==> config.mk <==
export PLATFORM = sky130hd
export DESIGN_NAME = nonce_dispatcher
export DESIGN_NICKNAME = d
export VERILOG_FILES = /design/src/rtl/nonce_dispatch_pkg.sv /design/src/rtl/nonce_lane_mask.sv /design/src/rtl/nonce_dispatcher.sv
export SDC_FILE = /design/constraint.sdc
export NUM_CORES = 1
export LEC_CHECK = 0
export ABC_AREA = 1
export CAP_MARGIN = 5
export CORE_AREA = 4 4 215 217
export DETAILED_ROUTE_END_ITERATION = 10
export DIE_AREA = 0 0 219 221
export GPL_TIMING_DRIVEN = 1
export SLEW_MARGIN = 20
export SYNTH_ARGS = -nofsm -noshare
export SYNTH_HDL_FRONTEND = slang
export SYNTH_SLANG_ARGS = --single-unit
==> constraint.sdc <==
create_clock -name clk -period 22.5 [get_ports clk]
set_input_delay 6.75 -clock clk [delete_from_list [all_inputs] [get_ports clk]]
set_output_delay 6.75 -clock clk [all_outputs]
set_load 0.01 [all_outputs]
==> src/rtl/nonce_dispatch_pkg.sv <==
// nonce_dispatch_pkg: shared FSM state type, nonce width and beat-count helper
package nonce_dispatch_pkg;
   typedef enum logic {IDLE, ISSUE} dispatch_state_t;
   localparam int NONCE_W = 32;
   function automatic longint beats(input longint cnt, input longint cores);
      return (cnt + cores - 1) / cores;
   endfunction
endpackage

==> src/rtl/nonce_lane_mask.sv <==
// nonce_lane_mask: per-core enable for a beat, lanes at or past BROADCAST_CNT are off
module nonce_lane_mask
   import nonce_dispatch_pkg::*;
#(
   parameter int     NUM_CORES     = 10,
   parameter longint BROADCAST_CNT = 100
) (
   input  logic [NONCE_W-1:0]   nonce_base_i,
   output logic [NUM_CORES-1:0] lanes_o
);
   localparam logic [NONCE_W:0] LIMIT = (NONCE_W+1)'(BROADCAST_CNT);
   // one extra bit so base + k near 2^32 cannot wrap into an enabled lane
   for (genvar k = 0; k < NUM_CORES; k++) begin : g_lane
      assign lanes_o[k] = ({1'b0, nonce_base_i} + (NONCE_W+1)'(k)) < LIMIT;
   end
endmodule

==> src/rtl/nonce_dispatcher.sv <==
// nonce_dispatcher: accepts one header per session and broadcasts it as nonce-stride beats,
// ending on the last beat or early on abort_i.
module nonce_dispatcher
   import nonce_dispatch_pkg::*;
#(
   parameter int     NUM_CORES     = 10,
   parameter longint BROADCAST_CNT = 100
) (
   input  logic                 clk,
   input  logic                 rst,
   input  logic                 block_valid_i,
   output logic                 block_ready_o,
   input  logic [255:0]         header_i,
   input  logic                 stall_i,
   input  logic                 abort_i,
   output logic                 valid_o,
   output logic                 newblock_o,
   output logic                 last_o,
   output logic [NONCE_W-1:0]   nonce_base_o,
   output logic [NUM_CORES-1:0] lanes_o,
   output logic [255:0]         header_o,
   output logic                 done_o,
   output logic                 aborted_o
);
   localparam longint BEATS = beats(BROADCAST_CNT, NUM_CORES);
   localparam logic [NONCE_W-1:0] LAST_BASE = NONCE_W'((BEATS - 1) * NUM_CORES);
   if (BROADCAST_CNT < 1 || BROADCAST_CNT > 64'sd4294967296 || NUM_CORES < 1) begin : g_bad_cfg
      $error("nonce_dispatcher: BROADCAST_CNT must be 1..2^32 and NUM_CORES >= 1");
   end
   dispatch_state_t      state_q, state_d;
   logic [NONCE_W-1:0]   base_q, base_d;
   logic [255:0]         header_q, header_d;
   logic                 done_q, done_d, aborted_q, aborted_d;
   logic                 issue, accept, consume, last, ending;
   logic [NUM_CORES-1:0] mask;
   nonce_lane_mask #(
      .NUM_CORES    (NUM_CORES),
      .BROADCAST_CNT(BROADCAST_CNT)
   ) u_mask (
      .nonce_base_i(base_q),
      .lanes_o     (mask)
   );
   always_comb begin
      issue     = state_q == ISSUE;
      accept    = !issue & block_valid_i;
      consume   = issue & !stall_i;
      last      = base_q == LAST_BASE;
      // abort wins over advancing, whether or not the beat was taken
      ending    = issue & (abort_i | (consume & last));
      state_d   = accept ? ISSUE : ending ? IDLE : state_q;
      base_d    = accept ? '0 : consume ? base_q + NONCE_W'(NUM_CORES) : base_q;
      header_d  = accept ? header_i : header_q;
      done_d    = ending;
      aborted_d = issue & abort_i;
   end
   always_ff @(posedge clk or posedge rst) begin
      if (rst) begin
         state_q   <= IDLE;
         base_q    <= '0;
         header_q  <= '0;
         done_q    <= 1'b0;
         aborted_q <= 1'b0;
      end else begin
         state_q   <= state_d;
         base_q    <= base_d;
         header_q  <= header_d;
         done_q    <= done_d;
         aborted_q <= aborted_d;
      end
   end
   assign block_ready_o = !issue;
   assign valid_o       = issue;
   assign newblock_o    = issue & (base_q == '0);
   assign last_o        = issue & last;
   assign nonce_base_o  = issue ? base_q : '0;
   assign lanes_o       = issue ? mask : '0;
   assign header_o      = header_q;
   assign done_o        = done_q;
   assign aborted_o     = aborted_q;
endmodule

[After elaboration in Yosys (flattened, before gate mapping)]
Index checks and enable logic that the tools add are counted.
Word-level totals
  input bits: 261
  output and inout bits: 304
  word-level logic and storage cells: 45
  register bits: 291
Cells by class
  order comparisons: 10
  $add $sub $neg: 10
  reductions and logical operators: 5
  eq/ne operators: 1
  mux-type cells: 6
  bitwise operators: 8
Operator list (count)
  $lt 33x7->1 const B: 9
  $add 32x3->33 const B: 4
  $mux 32: 3
  $add 32x2->33 const B: 2
  $add 32x4->33 const B: 2
  $add 32x1->33 const B: 1
  $add 32x4->32 const B: 1
  $eq 32x7->1 const B: 1
  $logic_not 32->1: 1
  $lt 32x7->1 const B: 1
  $mux 10: 1
  $and 1x1->1: 7
  $reduce_bool 2->1: 2
  $logic_not 1->1: 2
  $mux 1: 2
  $or 1x1->1: 1

[Longest topological paths before layout]
Gate-level depths: netlist of the first run.
  word-level depth: 7
  mapped depth: 15
  depth with buffers taken out: 14

[By module]
A second synthesis of the first run with hierarchy kept.
Unflattened totals
  cell total of the unflattened synthesis: 2887
  area, all modules: 18571.6 um2
Modules (own cells, without submodules)
  nonce_dispatcher: cells an instance 1486, instances 1, area an instance 12190.4 um2, sequential area each 7257.0 um2
  nonce_lane_mask: cells an instance 1401, instances 1, area an instance 6381.1 um2, sequential area each 0.0 um2

[Worst setup path after synthesis of the first run]
Ideal clock, no wire load.
  path type: flip-flop to output port
  start: register base_q[1]
  end: output port lanes_o[6]
  cell stages (with the launch flop): 14
  arrival time: 1.965 ns
  slack: 13.785 ns
  buffers on the path: 1
  data required time: 15.750 ns
  path through: dfrtp_1 > buf_2 > inv_1 > ha_1 > nor2_1 > nand2_2 > nor2_4 > nand2_1 > nand2_1 > nand2_1 > nand3b_1 > nor2_1 > nand2_1 > nor2_1
Between the ends
  word-level cells in the longest chain between the ends: 3
Ends and longest elaborated chain
  from (decl): RTL line nonce_dispatcher.sv:31  | logic [NONCE_W-1:0] base_q, base_d;
  from (signal assigned): RTL line nonce_dispatcher.sv:65  | base_q <= base_d;
  $add 32x3->33: RTL line nonce_lane_mask.sv:14  | assign lanes_o[k] = ({1'b0, nonce_base_i} + (NONCE_W+1)'(k)) < LIMIT;
  $lt 33x7->1: RTL line nonce_lane_mask.sv:14
  $mux 10: RTL line nonce_dispatcher.sv:76  | assign lanes_o = issue ? mask : '0;
  to (decl): RTL line nonce_dispatcher.sv:20  | output logic [NUM_CORES-1:0] lanes_o,
Every way passes these cells.

[Worst setup path after layout of the first run]
  start: register base_q[1]
  end: output port lanes_o[3]
Between the ends
  word-level cells in the longest chain between the ends: 3
Ends and longest elaborated chain (RTL line)
  $add 32x2->33: nonce_lane_mask.sv:14
  $lt 33x7->1: nonce_lane_mask.sv:14
  $mux 10: nonce_dispatcher.sv:76
Every way passes these cells.

==> reports/results.env, run 1 <==
MAX_SLEW_MARGIN_PCT=32.5
MAX_SLEW.WORST_PIN.SLEW_PS=1010
POSTCTSSETUPBUFFERS=0
WORST_PATH_LARGEST_CELL_DELAY_PS=650
ROUTED_VIA_DENSITY=4.80
CORE_AREA_UM2=44100
HOLDBUFCOUNTCTS=0
SYNTH.AREA.MUX_SHARE_PCT=0
LEVEL_COUNT_OF_THE_CLOCK_H_TREE=2
FIN_TOTAL_PWR_mW=2.67
CPMAXSTAGEDELAYCELL='dfrtp_1'
GRT_ANTENNA_BEFORE_REPAIR=27
CRIT_PATH_CELL_TRACE='ha_1 > nand3_1 > nor2_1 > nand3_1 > o21ai_0 > nand2_1 > nor2_1 > nand2_1 > nor2_1 > nand2_1 > nor2_1 > clkdlybuf4s50_1'
DP_HPWL_UM=53800
RUN_STATUS='finished clean'
CTS_MADE_BUFFERS=36
RSZ0062_AT_GRT='no'
SYNTH-WARNING-COUNT=0
DRT_ITER0_MARKERS=1311
TIMING.SETUP.CRITICAL_PATH_CLASS='flip-flop to primary output'
SYN-NUM-NETS=2299
WORST_R2R_PATH_DEPTH=8
DRCVIOLATIONCOUNT=0
POST_ROUTE_CELLS_DRIVE_ABOVE_1_SHARE_PCT=4.62
POST_SYNTH_EDFFS=0
SYN_AREA_PER_CELL_UM2=7.13
ROUTED_WIRE_LENGTH_PER_INSTANCE_UM=22.0
FIRST_PASS_DETAILED_ROUTE_ITERATION_TOTAL=5
SETUP_SLACK_PS=11900
MIN_PATH_CELLS=2
LARGEST_NET_DEGREE_AT_THE_START_OF_GLOBAL_ROUTING=147
CTS_MAX_PATH_BUFFERS=3
SYNTH_TOP_FAMILY_BY_AREA='simple AND/OR/NAND/NOR gates'
TIMING.CRITICAL_PATH.FANOUT_MAX=12
FINAL_ANTENNA_NET_COUNT=0
FINALMAXSLEWVIOLATIONS=0
CP.ARRIVAL_PS=3850
SYNTHESIS.INSTANCES=2030
SYNTH-COMPOUND-AREA-SHARE_PCT=3.03
LAYOUT_WORST_PATH_CYCLE_SHARE_PCT=47.1
POST_ROUTE_WORST_HOLD_SLACK_PS=475
AREA_GROWTH_SYN_TO_LAYOUT_PCT=50.7
SYNTH_CELL_TYPES=31
FINAL_NETS=2819
DIE_H_UM=221
IO_PINS=565
SYNTHADDERAREAFRAC_PCT=0.691
DIE_X_UM=219
FIN_WORST_SKEW_PS=23.3
FINAL_CELLS=3176
GRT_UTIL_ALL_LAYERS_PCT=28.0
VIAS=15229
FINALWIRELENGTH_UM=70000
CELL_AREA_AFTER_SYNTHESIS_UM2=14500
NUMPORTBUFFERS=563
WORST-PATH-STAGES=12
STARTPOINT_TYPE='flip-flop'
FINAL.SETUP.TNS_PS=0
PLACE_INST=3103
CTS_RESIZED=0
ROWS=77
SETUP_VIOL=0
GRT_PASS1_WL_UM=101000
PRECTSSETUPSLACK_PS=12560
AREA_AFTER_DETAILED_PLACEMENT_UM2=20600
NETLIST_TOP_CELLS_AREA='dfrtp_1 (50%), nand2_1 (29%), nor2_1 (3.3%)'
POWER.DENSITY_CELL_AREA_nW_PER_UM2=122
POST_SYNTH_XOR_AREA_FRACTION_PCT=0.968
GRT_PASS1_VIAS=15047
DOMINANTREGCELLSYNTH='dfrtp_1'
VDD_IR_DROP_MAX_uV=74.3
WORSTSKEWPAIRLATENCY_PS=550
YOSYSTOPAREACELL='dfrtp_1'
CELLLEAKAGEPOWER_nW=10.8
CP_REQUIRED_PS=15750
TIMING.FINAL.CRIT_PERIOD_PS=10600
TIMING.CRITICAL_PATH.TO_TYPE='primary output'
SYNTH_SEQ_AREA_SHARE_PCT=50.1
CLOCK_TREE_FROM_TRITONCTS='yes'
CRITICAL-PATH-TOP-DELAY-FAMILY='simple AND/OR/NAND/NOR gates'
ASYNCSETRESETFLOPFRACSYNTH_PCT=100
MAXCAPVIOLATIONS=0
CRITICAL_PATH.MOST_COMMON_CELL='nor2_1'
SYNTH-SIMPLE-AREA-SHARE_PCT=39.2
CRIT_BUF_INV=1
CTS_NUM_SINKS=290
YS_SEQ_ELEMENTS=290
CLOCK_TREE.ROOT_CELL='clkbuf_16'
GPL.FINAL_WEIGHTED_CONGESTION=1.03
DIE-AREA_UM2=48400
CLK_PIN_SLEW_WORST_PATHS_PS=70
DESIGN_AREA_UM2=21800
GRT.OVERFLOW.TOTAL=0
FIN_UTIL_PCT=49.4
STARTING_DENSITY_OF_THE_CORE_PCT=32.8
MAX_FREQ_GHz=0.0944
TIMING.FINAL.HOLD_VIOLATIONS=0
SYNTH_TOP_AREA_SHARE_PCT=50.1
HOLD_PATH_CLASS='flip-flop to flip-flop'
[synth_stat cells, types with 3 or more instances]
cell / number
xor2_1: 16
buf_1: 10
clkbuf_1: 57
nor2_4: 10
nand2_1: 1120
nand4_1: 20
buf_2: 16
nor3_1: 9
nand2_2: 14
o22ai_1: 3
nor2_1: 129
buf_4: 8
nor2_2: 19
dfrtp_1: 290
inv_2: 5
inv_1: 117
o21ai_0: 60
clkinv_1: 3
nand3_1: 87
ha_1: 8
o21ai_1: 3
a21oi_1: 16
[final timing paths]
| kind | from | end | slack [ps] |
|---|---|---|---|
| max | base_q[1] | lanes_o[3] | 11900 |
| min | header_o[112] | header_o[112] | 480 |
| max reg2reg | base_q[1] | base_q[21] | 19650 |
| min reg2reg | header_o[112] | header_o[112] | 480 |
| max in group asynchronous | rst | header_o[42] | 13690 |
| min in group asynchronous | rst | base_q[4] | 6760 |
[area by class of cell]
class	instances	area [um^2]
fillers	4449	22300
flip-flops and latches	290	7260
multi-input cells	1524	6370
repair buffers	573	5720
clock buffers	53	1100
well taps	592	741
inverters	125	489
clock inverters	9	118
diodes	10	25.0
[registers in the layout, indices dropped and copies added, names as in the netlist]
| register | count |
|---|---|
| header_o | 256 |
| base_q | 31 |
| aborted_o | 1 |
| done_o | 1 |
| valid_o | 1 |
[worst reg2reg max path: cells and delay by family, from the launching register on]
family,cells,cell delay [ps]
adder cells (fa/ha/maj),1,570
AND/OR/NAND/NOR,6,1410
flip-flops,1,650
AO/OA/AOI/OAI,1,90
[report_power, final]
| part | internal [mW] | switching (mW) | total [mW] |
|---|---|---|---|
| Clock | 0.361 | 0.236 | 0.597 |
| Sequential | 0.747 | 0.154 | 0.902 |
| Combinational | 0.565 | 0.607 | 1.17 |
| Total | 1.67 | 0.997 | 2.67 |
[layout by cell type (no fill, tap or decap), types with 16 or more instances in the layout]
master	synthesis	final
a21oi_1	16	16
nand2_1	1120	1119
clkdlybuf4s50_1	0	563
nand4_1	20	20
nor2_2	19	19
xor2_1	16	16
dfrtp_1	290	290
o21ai_0	60	60
clkbuf_16	0	38
inv_1	117	116
nor2_1	129	129
nand3_1	87	87
[cells by family (layout without fill, tap and decap cells)]
kind of cell	count (synthesis)	count (layout)
AOI/OAI and AO/OA	85	85
xor gates and xnor gates	16	16
adders and majority gates	8	8
buffers and inverters	216	760
DFF	290	290
other	1	11
and+or+nand+nor	1414	1414
[per-layer routing]
metal	vias to the layer above	track usage, %	wire (um)
met1	7129	33.8	27100
met3	171	10.4	6820
met4	34	11.5	3250
met5	-	0	211
li1	7230	-	-
met2	665	45.0	32600
(Power assumes the default switching activity.)
==> inputs of run 2 (changes only) <==
- clock period: 22.5 -> 11 ns (I/O delays scaled with it)
==> run 2 against run 1 <==
Net effect:
- design area rose by 0.36%
- first-iteration DRC count rose by 1.8%
- sequential power is 110% higher
- clock skew is 6.9 ps lower
- global-route usage is 0.92 points higher
- register-to-register slack worse by 12000 ps
- cell count is essentially flat
- sequential share of layout area decreased by 0.12 points
- largest cell class unchanged
==> reports/results.env, run 2 (synthesized netlist as in run 1, its figures left out) <==
RUN_STATUS='finished clean'
AREA_AFTER_DETAILED_PLACEMENT_UM2=20600
CP_REQUIRED_PS=7700
DRCVIOLATIONCOUNT=0
GROUTE.LAYER.MET3.USAGE_PCT=8.57
CTS_NUM_SINKS=290
TIMING.FINAL.HOLD_VIOLATIONS=0
DRT_ITER0_MARKERS=1334
POST_ROUTE_CELLS_DRIVE_ABOVE_1_SHARE_PCT=4.62
HOLDBUFCOUNTCTS=0
DIE_X_UM=219
FIRST_PASS_DETAILED_ROUTE_ITERATION_TOTAL=5
MAX_SLEW.WORST_PIN.SLEW_PS=1120
AREA_GROWTH_SYN_TO_LAYOUT_PCT=51.2
POST_ROUTE_WORST_HOLD_SLACK_PS=476
FILL_CELLS=4492
WORSTSKEWPAIRLATENCY_PS=560
DP_HPWL_UM=54900
CRIT_PATH_CELL_TRACE='inv_1 > ha_1 > nor2_1 > nand2_2 > o21ai_0 > nand3_1 > nor2_1 > nand2_1 > nor2_1 > nand2_1 > nor2_1 > clkdlybuf4s50_1'
TIMING.CRITICAL_PATH.FANOUT_MAX=12
CLK_PIN_SLEW_WORST_PATHS_PS=60
CTS_MADE_BUFFERS=37
HOLD_PATH_CLASS='flip-flop to flip-flop'
CELLLEAKAGEPOWER_nW=10.9
DESIGN_AREA_UM2=21900
CRITICAL-PATH-TOP-DELAY-FAMILY='simple AND/OR/NAND/NOR gates'
PLACE_INST=3103
CTS_RESIZED=0
ROWS=77
DIE-AREA_UM2=48400
POWER.DENSITY_CELL_AREA_nW_PER_UM2=255
LAYOUT_WORST_PATH_CYCLE_SHARE_PCT=70.2
LARGEST_REGISTER_FF_COUNT=256
FIN_WORST_SKEW_PS=16.4
VDD_IR_DROP_MAX_uV=150
CORE_AREA_UM2=44100
DIE_H_UM=221
FINAL_ANTENNA_NET_COUNT=0
GRT_UTIL_ALL_LAYERS_PCT=28.9
PRECTSSETUPSLACK_PS=3880
SETUP_VIOL=0
WORST_PATH_LARGEST_CELL_DELAY_PS=770
GR-MAX-USAGE-LAYER='met2'
CRIT_BUF_INV=2
STARTPOINT_TYPE='flip-flop'
FINAL.SETUP.TNS_PS=0
FIN_UTIL_PCT=49.6
IO_PINS=565
SETUP_SLACK_PS=3280
GRT_PASS1_VIAS=15390
TIMING.SETUP.CRITICAL_PATH_CLASS='flip-flop to primary output'
FINALWIRELENGTH_UM=71500
CPMAXSTAGEDELAYCELL='dfrtp_1'
MAX_FREQ_GHz=0.130
TIMING.CRITICAL_PATH.TO_TYPE='primary output'
CLOCK_TREE_FROM_TRITONCTS='yes'
ROUTED_WIRE_LENGTH_PER_INSTANCE_UM=22.5
RSZ0062_AT_GRT='no'
GRT_ANTENNA_BEFORE_REPAIR=20
CRITICAL_PATH.MOST_COMMON_CELL='nor2_1'
FINAL_COMMON_CELL='nand2_1'
ROUTED_VIA_DENSITY=4.81
LARGEST_NET_DEGREE_AT_THE_START_OF_GLOBAL_ROUTING=223
CLOCK_TREE.ROOT_CELL='clkbuf_16'
GRT_PASS1_WL_UM=105000
NUMPORTBUFFERS=563
POSTCTSSETUPBUFFERS=0
CTS_MAX_PATH_BUFFERS=3
GLOBALROUTEMET2UTIL_PCT=48.8
STARTING_DENSITY_OF_THE_CORE_PCT=32.8
CP.ARRIVAL_PS=4420
FIN_TOTAL_PWR_mW=5.58
GRT.OVERFLOW.TOTAL=0
MAXCAPVIOLATIONS=0
VIAS=15277
LEVEL_COUNT_OF_THE_CLOCK_H_TREE=2
FINALMAXSLEWVIOLATIONS=0
GPL.FINAL_WEIGHTED_CONGESTION=1.02
COMMONEST_CELLS_AFTER_ROUTING_FILL_AND_TAPS_ASIDE='nand2_1 (1119), clkdlybuf4s50_1 (563), dfrtp_1 (290), nor2_1 (129), inv_1 (116)'
MAX_SLEW_MARGIN_PCT=25.3
USE_MET1_PCT=35.4
FINAL_CELLS=3175
FINAL_NETS=2819
TIMING.FINAL.CRIT_PERIOD_PS=7720
run 2: worst paths after layout:
kind / slack [ps] / end / cells past startpoint / startpoint
min in group asynchronous: 3150 / base_q[6] / 2 / rst
max reg2reg: 7460 / header_o[98] / 6 / valid_o
max: 3280 / lanes_o[7] / 12 / base_q[1]
min reg2reg: 480 / header_o[151] / 2 / header_o[151]
max in group asynchronous: 5770 / header_o[197] / 4 / rst
min: 480 / header_o[151] / 2 / header_o[151]
run 2: tightest hold or removal path, stage by stage, from the launching register on:
cell and delay, ps:
dfrtp_1 340, nand2_1 60, nand2_1 50
run 2: power breakdown:
part / total, mW / switching (mW) / internal (mW)
registers: 1.86 / 0.329 / 1.53
clock network: 1.31 / 0.502 / 0.809
logic: 2.41 / 1.25 / 1.16
total: 5.58 / 2.08 / 3.49
run 2: cell type report:
class	instances	area, um^2	area share (%)
Timing Repair Buffer	572	5730	26.2
Sequential cell	290	7260	33.1
Antenna cell	7	17.5	0.0800
Clock inverter	11	213	0.972
Clock buffer	54	1090	4.98
Tap cell	592	741	3.38
Multi-Input combinational cell	1524	6370	29.1
Inverter	125	480	2.19
run 2: per-layer routing:
layer,up-vias,part of all wire (%)
li1,7235,-
met1,7204,39
met2,663,49
met3,147,8.8
met4,28,3.5
met5,-,0.24
